$ cat src/rtl/punc_fetch_unit_pkg.sv
// Shared definitions for the PUnC instruction-fetch stage:
// fetch FSM state encodings, the LC3 word width, the default reset PC
// and the memory-latency counter helper.
package punc_fetch_unit_pkg;

    localparam int LC3_WORD_W = 16;

    localparam logic [LC3_WORD_W-1:0] PUNC_RESET_PC = 16'h0000;

    // Latency counter width; covers MEM_LATENCY values 1..4.
    localparam int LAT_CNT_W = 2;

    typedef enum logic [1:0] {
        FETCH_IDLE = 2'd0,
        FETCH_WAIT = 2'd1,
        FETCH_DONE = 2'd2
    } fetch_state_t;

    // Value loaded into the latency counter when a read is issued.
    function automatic logic [LAT_CNT_W-1:0] lat_load(input int lat);
        return LAT_CNT_W'(lat - 1);
    endfunction

endpackage

$ cat src/rtl/punc_pc_reg.sv
// PC register for the fetch stage, with a one-entry pending-load slot.
// Priority per cycle:
//   apply (DONE->IDLE) : a load arriving this cycle, else the pending value
//   inc_en (WAIT capture): fetch_addr+1, while a concurrent load is parked
//   ld_busy            : park the load (last write wins)
//   ld_idle            : direct load in IDLE
module punc_pc_reg
    import punc_fetch_unit_pkg::*;
#(
    parameter int                ADDR_W   = LC3_WORD_W,
    parameter logic [ADDR_W-1:0] RESET_PC = ADDR_W'(PUNC_RESET_PC)
) (
    input  logic              clk,
    input  logic              rst,
    input  logic              ld_idle,
    input  logic              ld_busy,
    input  logic [ADDR_W-1:0] din,
    input  logic              inc_en,
    input  logic [ADDR_W-1:0] inc_val,
    input  logic              apply,
    output logic [ADDR_W-1:0] pc
);

    logic              pend_valid;
    logic [ADDR_W-1:0] pend_val;

    // PC update with load / increment / pending-override priority
    always_ff @(posedge clk or posedge rst) begin
        if (rst) begin
            pc         <= RESET_PC;
            pend_valid <= 1'b0;
            pend_val   <= '0;
        end else if (apply) begin
            if (ld_busy) begin
                pc <= din;
            end else if (pend_valid) begin
                pc <= pend_val;
            end
            pend_valid <= 1'b0;
        end else begin
            if (inc_en) begin
                pc <= inc_val;
            end else if (ld_idle) begin
                pc <= din;
            end
            if (ld_busy) begin
                pend_valid <= 1'b1;
                pend_val   <= din;
            end
        end
    end

endmodule

$ cat src/rtl/punc_fetch_unit.sv
// PUnC LC3 instruction-fetch stage: owns PC and IR, reads mem[PC] on a
// fetch command, latches IR, post-increments PC and pulses fetch_done.
// Optional perf counters are built when PUNC_FETCH_PERF_EN is defined.
//
// Handshake: fetch_ready is high in IDLE while not halted. A fetch is
// accepted on any cycle where fetch_req and fetch_ready are both high;
// there is no queuing, so a request seen while halted or busy is dropped.
// fetch_done pulses once, MEM_LATENCY+1 cycles after acceptance.
module punc_fetch_unit
    import punc_fetch_unit_pkg::*;
#(
    parameter int                ADDR_W      = 16,
    parameter int                DATA_W      = LC3_WORD_W,
    parameter logic [ADDR_W-1:0] RESET_PC    = ADDR_W'(PUNC_RESET_PC),
    parameter int                MEM_LATENCY = 1
) (
    input  logic              clk,
    input  logic              rst,
    input  logic              fetch_req,
    output logic              fetch_ready,
    output logic              fetch_done,
    input  logic              halt,
    input  logic              pc_ld,
    input  logic [ADDR_W-1:0] pc_din,
    output logic [ADDR_W-1:0] pc,
    output logic [DATA_W-1:0] ir,
    output logic              mem_r_en,
    output logic [ADDR_W-1:0] mem_r_addr,
    input  logic [DATA_W-1:0] mem_r_data,
    output fetch_state_t      dbg_state
`ifdef PUNC_FETCH_PERF_EN
    ,
    output logic [31:0]       perf_fetches,
    output logic [31:0]       perf_stall_cycles
`endif
);

    fetch_state_t         state;
    logic [LAT_CNT_W-1:0] lat_cnt;
    logic [ADDR_W-1:0]    fetch_addr;
    logic                 issue;
    logic                 capture;
    logic [ADDR_W-1:0]    issue_addr;

    assign issue      = (state == FETCH_IDLE) && fetch_req && !halt;
    assign issue_addr = pc_ld ? pc_din : pc;
    assign capture    = (state == FETCH_WAIT) && (lat_cnt == '0);

    // Fetch FSM, latency counter, held fetch address and IR capture
    always_ff @(posedge clk or posedge rst) begin
        if (rst) begin
            state      <= FETCH_IDLE;
            lat_cnt    <= '0;
            fetch_addr <= '0;
            ir         <= '0;
        end else begin
            case (state)
                FETCH_IDLE: begin
                    if (issue) begin
                        fetch_addr <= issue_addr;
                        lat_cnt    <= lat_load(MEM_LATENCY);
                        state      <= FETCH_WAIT;
                    end
                end
                FETCH_WAIT: begin
                    if (lat_cnt == '0) begin
                        ir    <= mem_r_data;
                        state <= FETCH_DONE;
                    end else begin
                        lat_cnt <= lat_cnt - 1'b1;
                    end
                end
                FETCH_DONE: begin
                    state <= FETCH_IDLE;
                end
                default: begin
                    state <= FETCH_IDLE;
                end
            endcase
        end
    end

    // Read address: live mux on the issue cycle, held while the read is in flight
    always_comb begin
        mem_r_addr = '0;
        case (state)
            FETCH_IDLE: if (issue) mem_r_addr = issue_addr;
            FETCH_WAIT,
            FETCH_DONE: mem_r_addr = fetch_addr;
            default:    mem_r_addr = '0;
        endcase
    end

    assign mem_r_en    = issue;
    assign fetch_ready = (state == FETCH_IDLE) && !halt;
    assign fetch_done  = (state == FETCH_DONE);
    assign dbg_state   = state;

    punc_pc_reg #(
        .ADDR_W   (ADDR_W),
        .RESET_PC (RESET_PC)
    ) u_pc_reg (
        .clk     (clk),
        .rst     (rst),
        .ld_idle ((state == FETCH_IDLE) && pc_ld && !issue),
        .ld_busy ((state != FETCH_IDLE) && pc_ld),
        .din     (pc_din),
        .inc_en  (capture),
        .inc_val (fetch_addr + ADDR_W'(1)),
        .apply   (state == FETCH_DONE),
        .pc      (pc)
    );

`ifdef PUNC_FETCH_PERF_EN
    // Saturating fetch and halt-stall counters
    always_ff @(posedge clk or posedge rst) begin
        if (rst) begin
            perf_fetches      <= '0;
            perf_stall_cycles <= '0;
        end else begin
            if (fetch_done && (perf_fetches != 32'hFFFF_FFFF)) begin
                perf_fetches <= perf_fetches + 32'd1;
            end
            if ((state == FETCH_IDLE) && halt && (perf_stall_cycles != 32'hFFFF_FFFF)) begin
                perf_stall_cycles <= perf_stall_cycles + 32'd1;
            end
        end
    end
`endif

endmodule

$ cat config.mk
export PLATFORM = sky130hd
export DESIGN_NAME = punc_fetch_unit
export DESIGN_NICKNAME = d
export VERILOG_FILES = /design/src/rtl/punc_fetch_unit_pkg.sv /design/src/rtl/punc_pc_reg.sv /design/src/rtl/punc_fetch_unit.sv
export SDC_FILE = /design/constraint.sdc
export NUM_CORES = 1
export LEC_CHECK = 0
export CELL_PAD_IN_SITES_DETAIL_PLACEMENT = 2
export CELL_PAD_IN_SITES_GLOBAL_PLACEMENT = 2
export CORE_ASPECT_RATIO = 1.2
export CORE_MARGIN = 8
export CORE_UTILIZATION = 33
export CTS_BUF_LIST = sky130_fd_sc_hd__clkbuf_8
export CTS_CLUSTER_DIAMETER = 50
export DETAILED_ROUTE_END_ITERATION = 10
export PLACE_DENSITY_LB_ADDON = 0.1
export SLEW_MARGIN = 10
export SYNTH_ARGS = -nofsm -noshare
export SYNTH_HDL_FRONTEND = slang
export SYNTH_SLANG_ARGS = --single-unit
$ cat constraint.sdc
create_clock -name clk -period 4.65 [get_ports clk]
set_clock_uncertainty 0.05 [all_clocks]
set_input_delay 0.93 -clock clk [delete_from_list [all_inputs] [get_ports clk]]
set_output_delay 0.93 -clock clk [all_outputs]
set_load 0.1 [all_outputs]
* Word-level counts from Yosys, hierarchy flattened
Index checks and enable logic that the tools add are counted.
Storage, ports and cells: register bits 69, bits of input ports 37, output and inout bits 53
Cells by class: add/sub/neg operators 2, eq/ne operators 6, mux-type cells 16, bitwise operators 1, reduce and logical (&&, ||, !) cells 22
Operator list (count):
- 2-to-1 mux 16 bit | 7
- case mux 16 bit (2 select lines) | 1
- adder 16 x 1 -> 16 bit, second input constant | 1
- AND reduction 2 bit | 5
- 2-to-1 mux 2 bit | 4
- case mux 2 bit (2 select lines) | 2
- logical AND 1 bit | 7
- nonzero test 2 bit | 3
- zero test 2 bit | 2
- != test 2 bit, second input constant | 2
- != test 3 x 1 -> 1 bit, second input constant | 1
- AND reduction 3 bit | 1
- nonzero test 3 bit | 1
- equality test 2 x 1 -> 1 bit, second input constant | 1
- equality test 2 bit, second input constant | 1
- zero test 1 bit | 2
- 2-to-1 mux 1 bit | 2
- != test 2 x 1 -> 1 bit, second input constant | 1
- OR reduction 2 bit | 1
- subtractor 2 x 1 -> 2 bit, second input constant | 1
- inverter 1 bit | 1

* Depth between registers and ports, before layout
depth after elaboration 8, mapped depth 9

* By module
Synthesis repeated with hierarchy kept, for this count alone.
Second synthesis, totals: cell total of the unflattened synthesis 371, area, all modules 3920.0 um2
By module, submodules not included:
- punc_fetch_unit | instances 1, cells an instance 234, area an instance 2234.6 um2
- punc_pc_reg | instances 1, cells an instance 137, area an instance 1685.4 um2

* Worst setup path before layout
Ideal clock, no wire load.
path type register to output, from register state[0] (netlist: dbg_state[0]), to output mem_r_addr[4], arrival 4044 ps, data required time 3670 ps, slack -374 ps, cell stages (with the launch flop) 9, buffers on the path 1, cells stage by stage dfrtp_1 inv_1 ha_1 and2b_1 nand2_1 buf_2 nor2_1 a21oi_1 nor2_1
On the way: longest elaborated chain between the ends 5, elaborated cells on any way between the ends 8, classes of those cells 2 x eq/ne; 2 x mux; 4 x reduce/logical
RTL lines:
- start: declaration | line punc_fetch_unit.sv:38 | fetch_state_t state;
- start signal: assignment | line punc_fetch_unit.sv:52 | state <= FETCH_IDLE;
- start signal: assignment | line punc_fetch_unit.sv:62 | state <= FETCH_WAIT;
- start signal: assignment | line punc_fetch_unit.sv:68 | state <= FETCH_DONE;
- zero test 2 bit | line punc_fetch_unit.sv:45, punc_fetch_unit.sv:86
- logical AND 1 bit (2 in series) | line punc_fetch_unit.sv:45 | assign issue = (state == FETCH_IDLE) && fetch_req && !halt;
- 2-to-1 mux 16 bit | line punc_fetch_unit.sv:87 | FETCH_IDLE: if (issue) mem_r_addr = issue_addr;
- case mux 16 bit (2 select lines) (*) | line punc_fetch_unit.sv:86 | case (state)
- end: declaration | line punc_fetch_unit.sv:28 | output logic [ADDR_W-1:0] mem_r_addr,
Mark *: on every way between the ends. The rest lies on a longest branch, timed or not.

* Worst setup path in the final report
from input halt, to output mem_r_addr[3]
On the way: longest elaborated chain between the ends 4
RTL lines:
- start: declaration | line punc_fetch_unit.sv:22 | input logic halt,
- zero test 1 bit | line punc_fetch_unit.sv:45
- logical AND 1 bit | line punc_fetch_unit.sv:45
- 2-to-1 mux 16 bit | line punc_fetch_unit.sv:87
- case mux 16 bit (2 select lines) | line punc_fetch_unit.sv:86
No other way between the ends.

==> impl_metrics.tcl <==
set metrics [dict create \
    status "completed" \
    ctsHoldBuffers 0 \
    nFillCells 1262 \
    clkTransAtPathRegs_ns 0.07 \
    ys_seq_area_frac 0.448 \
    cts_tree "built" \
    r2r_cells 7 \
    wl_per_cell_um 20.2 \
    vias 3439 \
    synth.distinct_cells 55 \
    met1Wirelength_mm 6.04 \
    end_kind "primary output" \
    slew_violations 0 \
    core_um2 11500 \
    dr.first_iter.drc_count 100 \
    utilization 0.456 \
    synth_area_per_cell_um2 9.14 \
    viasPerCell 5.19 \
    worst_r2r_endpoint "u_pc_reg.pc[12]" \
    wl_met2_mm 6.49 \
    worstPathArrival_ns 2.68 \
    ios 90 \
    clock_sinks 69 \
    start_kind "input pin" \
    drt.antenna.violating_nets 0 \
    dr_wl_met3_um 684 \
    areaGrowthSynthToFinish_pct 35.7 \
    min_delay_worst_endpoint "ir[3]" \
    grt_setup_unrepaired "no" \
    fin_setup_tns_ns 0 \
    hold_viol 0 \
    syn-cell-area_um2 3860 \
    whs_path_depth 2 \
    clockBufferDepth 2 \
    clk_latency_ns 0.35 \
    gp_congestion 0.781 \
    h-tree-depth 3 \
    yosys_warnings 0 \
    die_w_um 115 \
    routed_wl_mm 13.4 \
    highest_layer "met4" \
    cap_viol_max_count 0 \
    async_flop_share 1.00 \
    drc 0 \
    row_count 43 \
    cts_root_buffer "clkbuf_8" \
    io_buffer_count 89 \
    cts_resized 0 \
    post_cts_buffers 0 \
    grt_pass1_vias 3961 \
    yosysTopAreaCell "dfrtp_1" \
    grt_max_degree 46 \
    synth_cells 422 \
    fmax_mhz 274 \
    die_h_um 134 \
    hold_class "reg2reg" \
    globalRouteOverflowTotal 0 \
    gr-usage-all-layers 0.185 \
    synth_edf_count 0 \
    period_minus_slack_ns 3.66 \
    dieArea_um2 15400 \
    r2r_start "dbg_state[0]" \
    maxSlewHeadroom 0.325 \
    nets 545 \
    synth.top_cell.area_share 0.448 \
    ys.flop_type "dfrtp_1" \
    grt_pass1_wl_mm 22.1 \
    rrSetupSlack_ns 1.64 \
    min-delay-start "ir[3]" \
    synth_area_leaders "dfrtp_1 (45%), nand2_1 (7.9%), nor2_1 (5.0%)" \
    required_ns 3.67 \
    cts_made_buffers 9 \
    setup_viol 0 \
    finalCritPeriodShare 0.786 \
    ys_ff_latch 69 \
    antennaDiodeCount 0 \
    worstMarginPinSlew_ns 1.01 \
    synth.net_count 465 \
    antenna_found_initial 0 \
    path_class "in2out" \
    drive_above_1_share 0.168 \
    initial_core_util 0.336 \
    dp_hpwl_mm 10.1 \
    worstPathMaxFanout 37 \
    first_pass_iters 4 \
]
## logic make-up (layout without fill, tap and decap cells)
group | Yosys count | count (layout) | synth area share
buffers and inverters | 38 | 122 | 0.0470
AND/OR/NAND/NOR | 166 | 166 | 0.198
AO/OA/AOI/OAI | 96 | 96 | 0.165
flip-flops | 69 | 69 | 0.448
XOR/XNOR | 13 | 13 | 0.0295
adder cells (fa/ha/maj) | 6 | 6 | 0.0195
multiplexers | 34 | 34 | 0.0931
## flip-flops by register name, summed over array words and instances (netlist names)
register	flops
u_pc_reg.pend_val	16
dbg_state	2
ir	16
u_pc_reg.pc	16
u_pc_reg.pend_valid	1
lat_cnt	2
fetch_addr	16
## per-layer routing
metal / GRT usage / vias to the layer above
li1: - / 1611
met1: 0.233 / 1754
met2: 0.299 / 64
met3: 0.0472 / 10
met4: 0.0623 / 0
met5: 0 / -
## layout make-up
class | count | area, um2 | area share
well taps | 157 | 196 | 0.0376
clock inverters | 3 | 12.5 | 0.00239
flip-flops and latches | 69 | 1730 | 0.330
repair buffers | 94 | 1090 | 0.209
inverters | 13 | 48.8 | 0.00933
clock buffers | 12 | 165 | 0.0316
multi-input cells | 315 | 1990 | 0.380
## synthesized netlist by cell type, types with 2 or more instances
library cell and number:
a21oi_1 30, mux2i_1 19, buf_2 9, a31oi_1 3, buf_1 2, nand4_1 2, nand2_1 81, a21o_1 15
o221ai_1 3, xnor2_1 6, nor4_2 4, mux2_2 15, clkbuf_1 6, nand3_2 2, xor2_1 7, and2b_1 2
nand3_1 3, a211oi_1 2, a2bb2oi_1 2, nor2_1 51, inv_1 13, a221oi_1 2, dfrtp_1 69, a22oi_1 3
o311ai_0 3, nand3b_1 3, o211ai_1 2, ha_1 6, o21a_1 2, o21ai_0 19, buf_4 6, nor3_1 4
and3_1 4
## layout by cell type, fill, tap and decap left out, drive strengths merged, types with 2 or more instances in the layout
cell	netlist	layout
xnor2	6	6
ha	6	6
clkbuf	8	12
nand2	82	82
a211oi	2	2
nand3	5	5
o211ai	3	3
a2bb2oi	3	3
nor2	53	53
a22oi	3	3
and2b	2	2
dfrtp	69	69
o311ai	3	3
a221oi	2	2
a21o	16	16
o21ai	19	19
a31oi	3	3
o21a	2	2
o221ai	3	3
mux2	15	15
nor4	4	4
inv	13	15
buf	17	24
nand3b	3	3
nand4	3	3
a21oi	30	30
nor3	5	5
clkdlybuf4s50	0	70
mux2i	19	19
xor2	7	7
and3	4	4
## per-stage QoR
| step | setup WS, ns | hold slack [ns] | cell area, um2 | cells |
|---|---|---|---|---|
| after global placement | 1.07 | 0.407 | 5050 | 648 |
| after global routing | 0.856 | 0.456 | 5230 | 663 |
| after floorplan | 0.0804 | 0.421 | 3900 | 422 |
| final | 0.994 | 0.433 | 5230 | 663 |
| after detailed placement | 0.984 | 0.417 | 5050 | 648 |
| after CTS | 0.978 | 0.438 | 5230 | 663 |
## critical path, cell delays in order
cell and delay (ns):
clkdlybuf4s50_1 0.50, and2b_1 0.21, nand2_1 0.07, buf_4 0.34, nor2_1 0.13, a21oi_1 0.20
nor2_2 0.07, buf_12 0.21
## how the worst max path moves through the flow
stage | end | startpoint | slack, ns
after floorplan | mem_r_addr[4] | dbg_state[0] | 0.08
after global placement | mem_r_addr[2] | halt | 1.07
after detailed placement | mem_r_addr[3] | halt | 0.98
after CTS | mem_r_addr[3] | halt | 0.98
after global routing | mem_r_addr[3] | halt | 0.86
final | mem_r_addr[3] | halt | 0.99
Power is not shown: default switching activity piles up to over one toggle a cycle in this logic, so the estimate is an artifact.
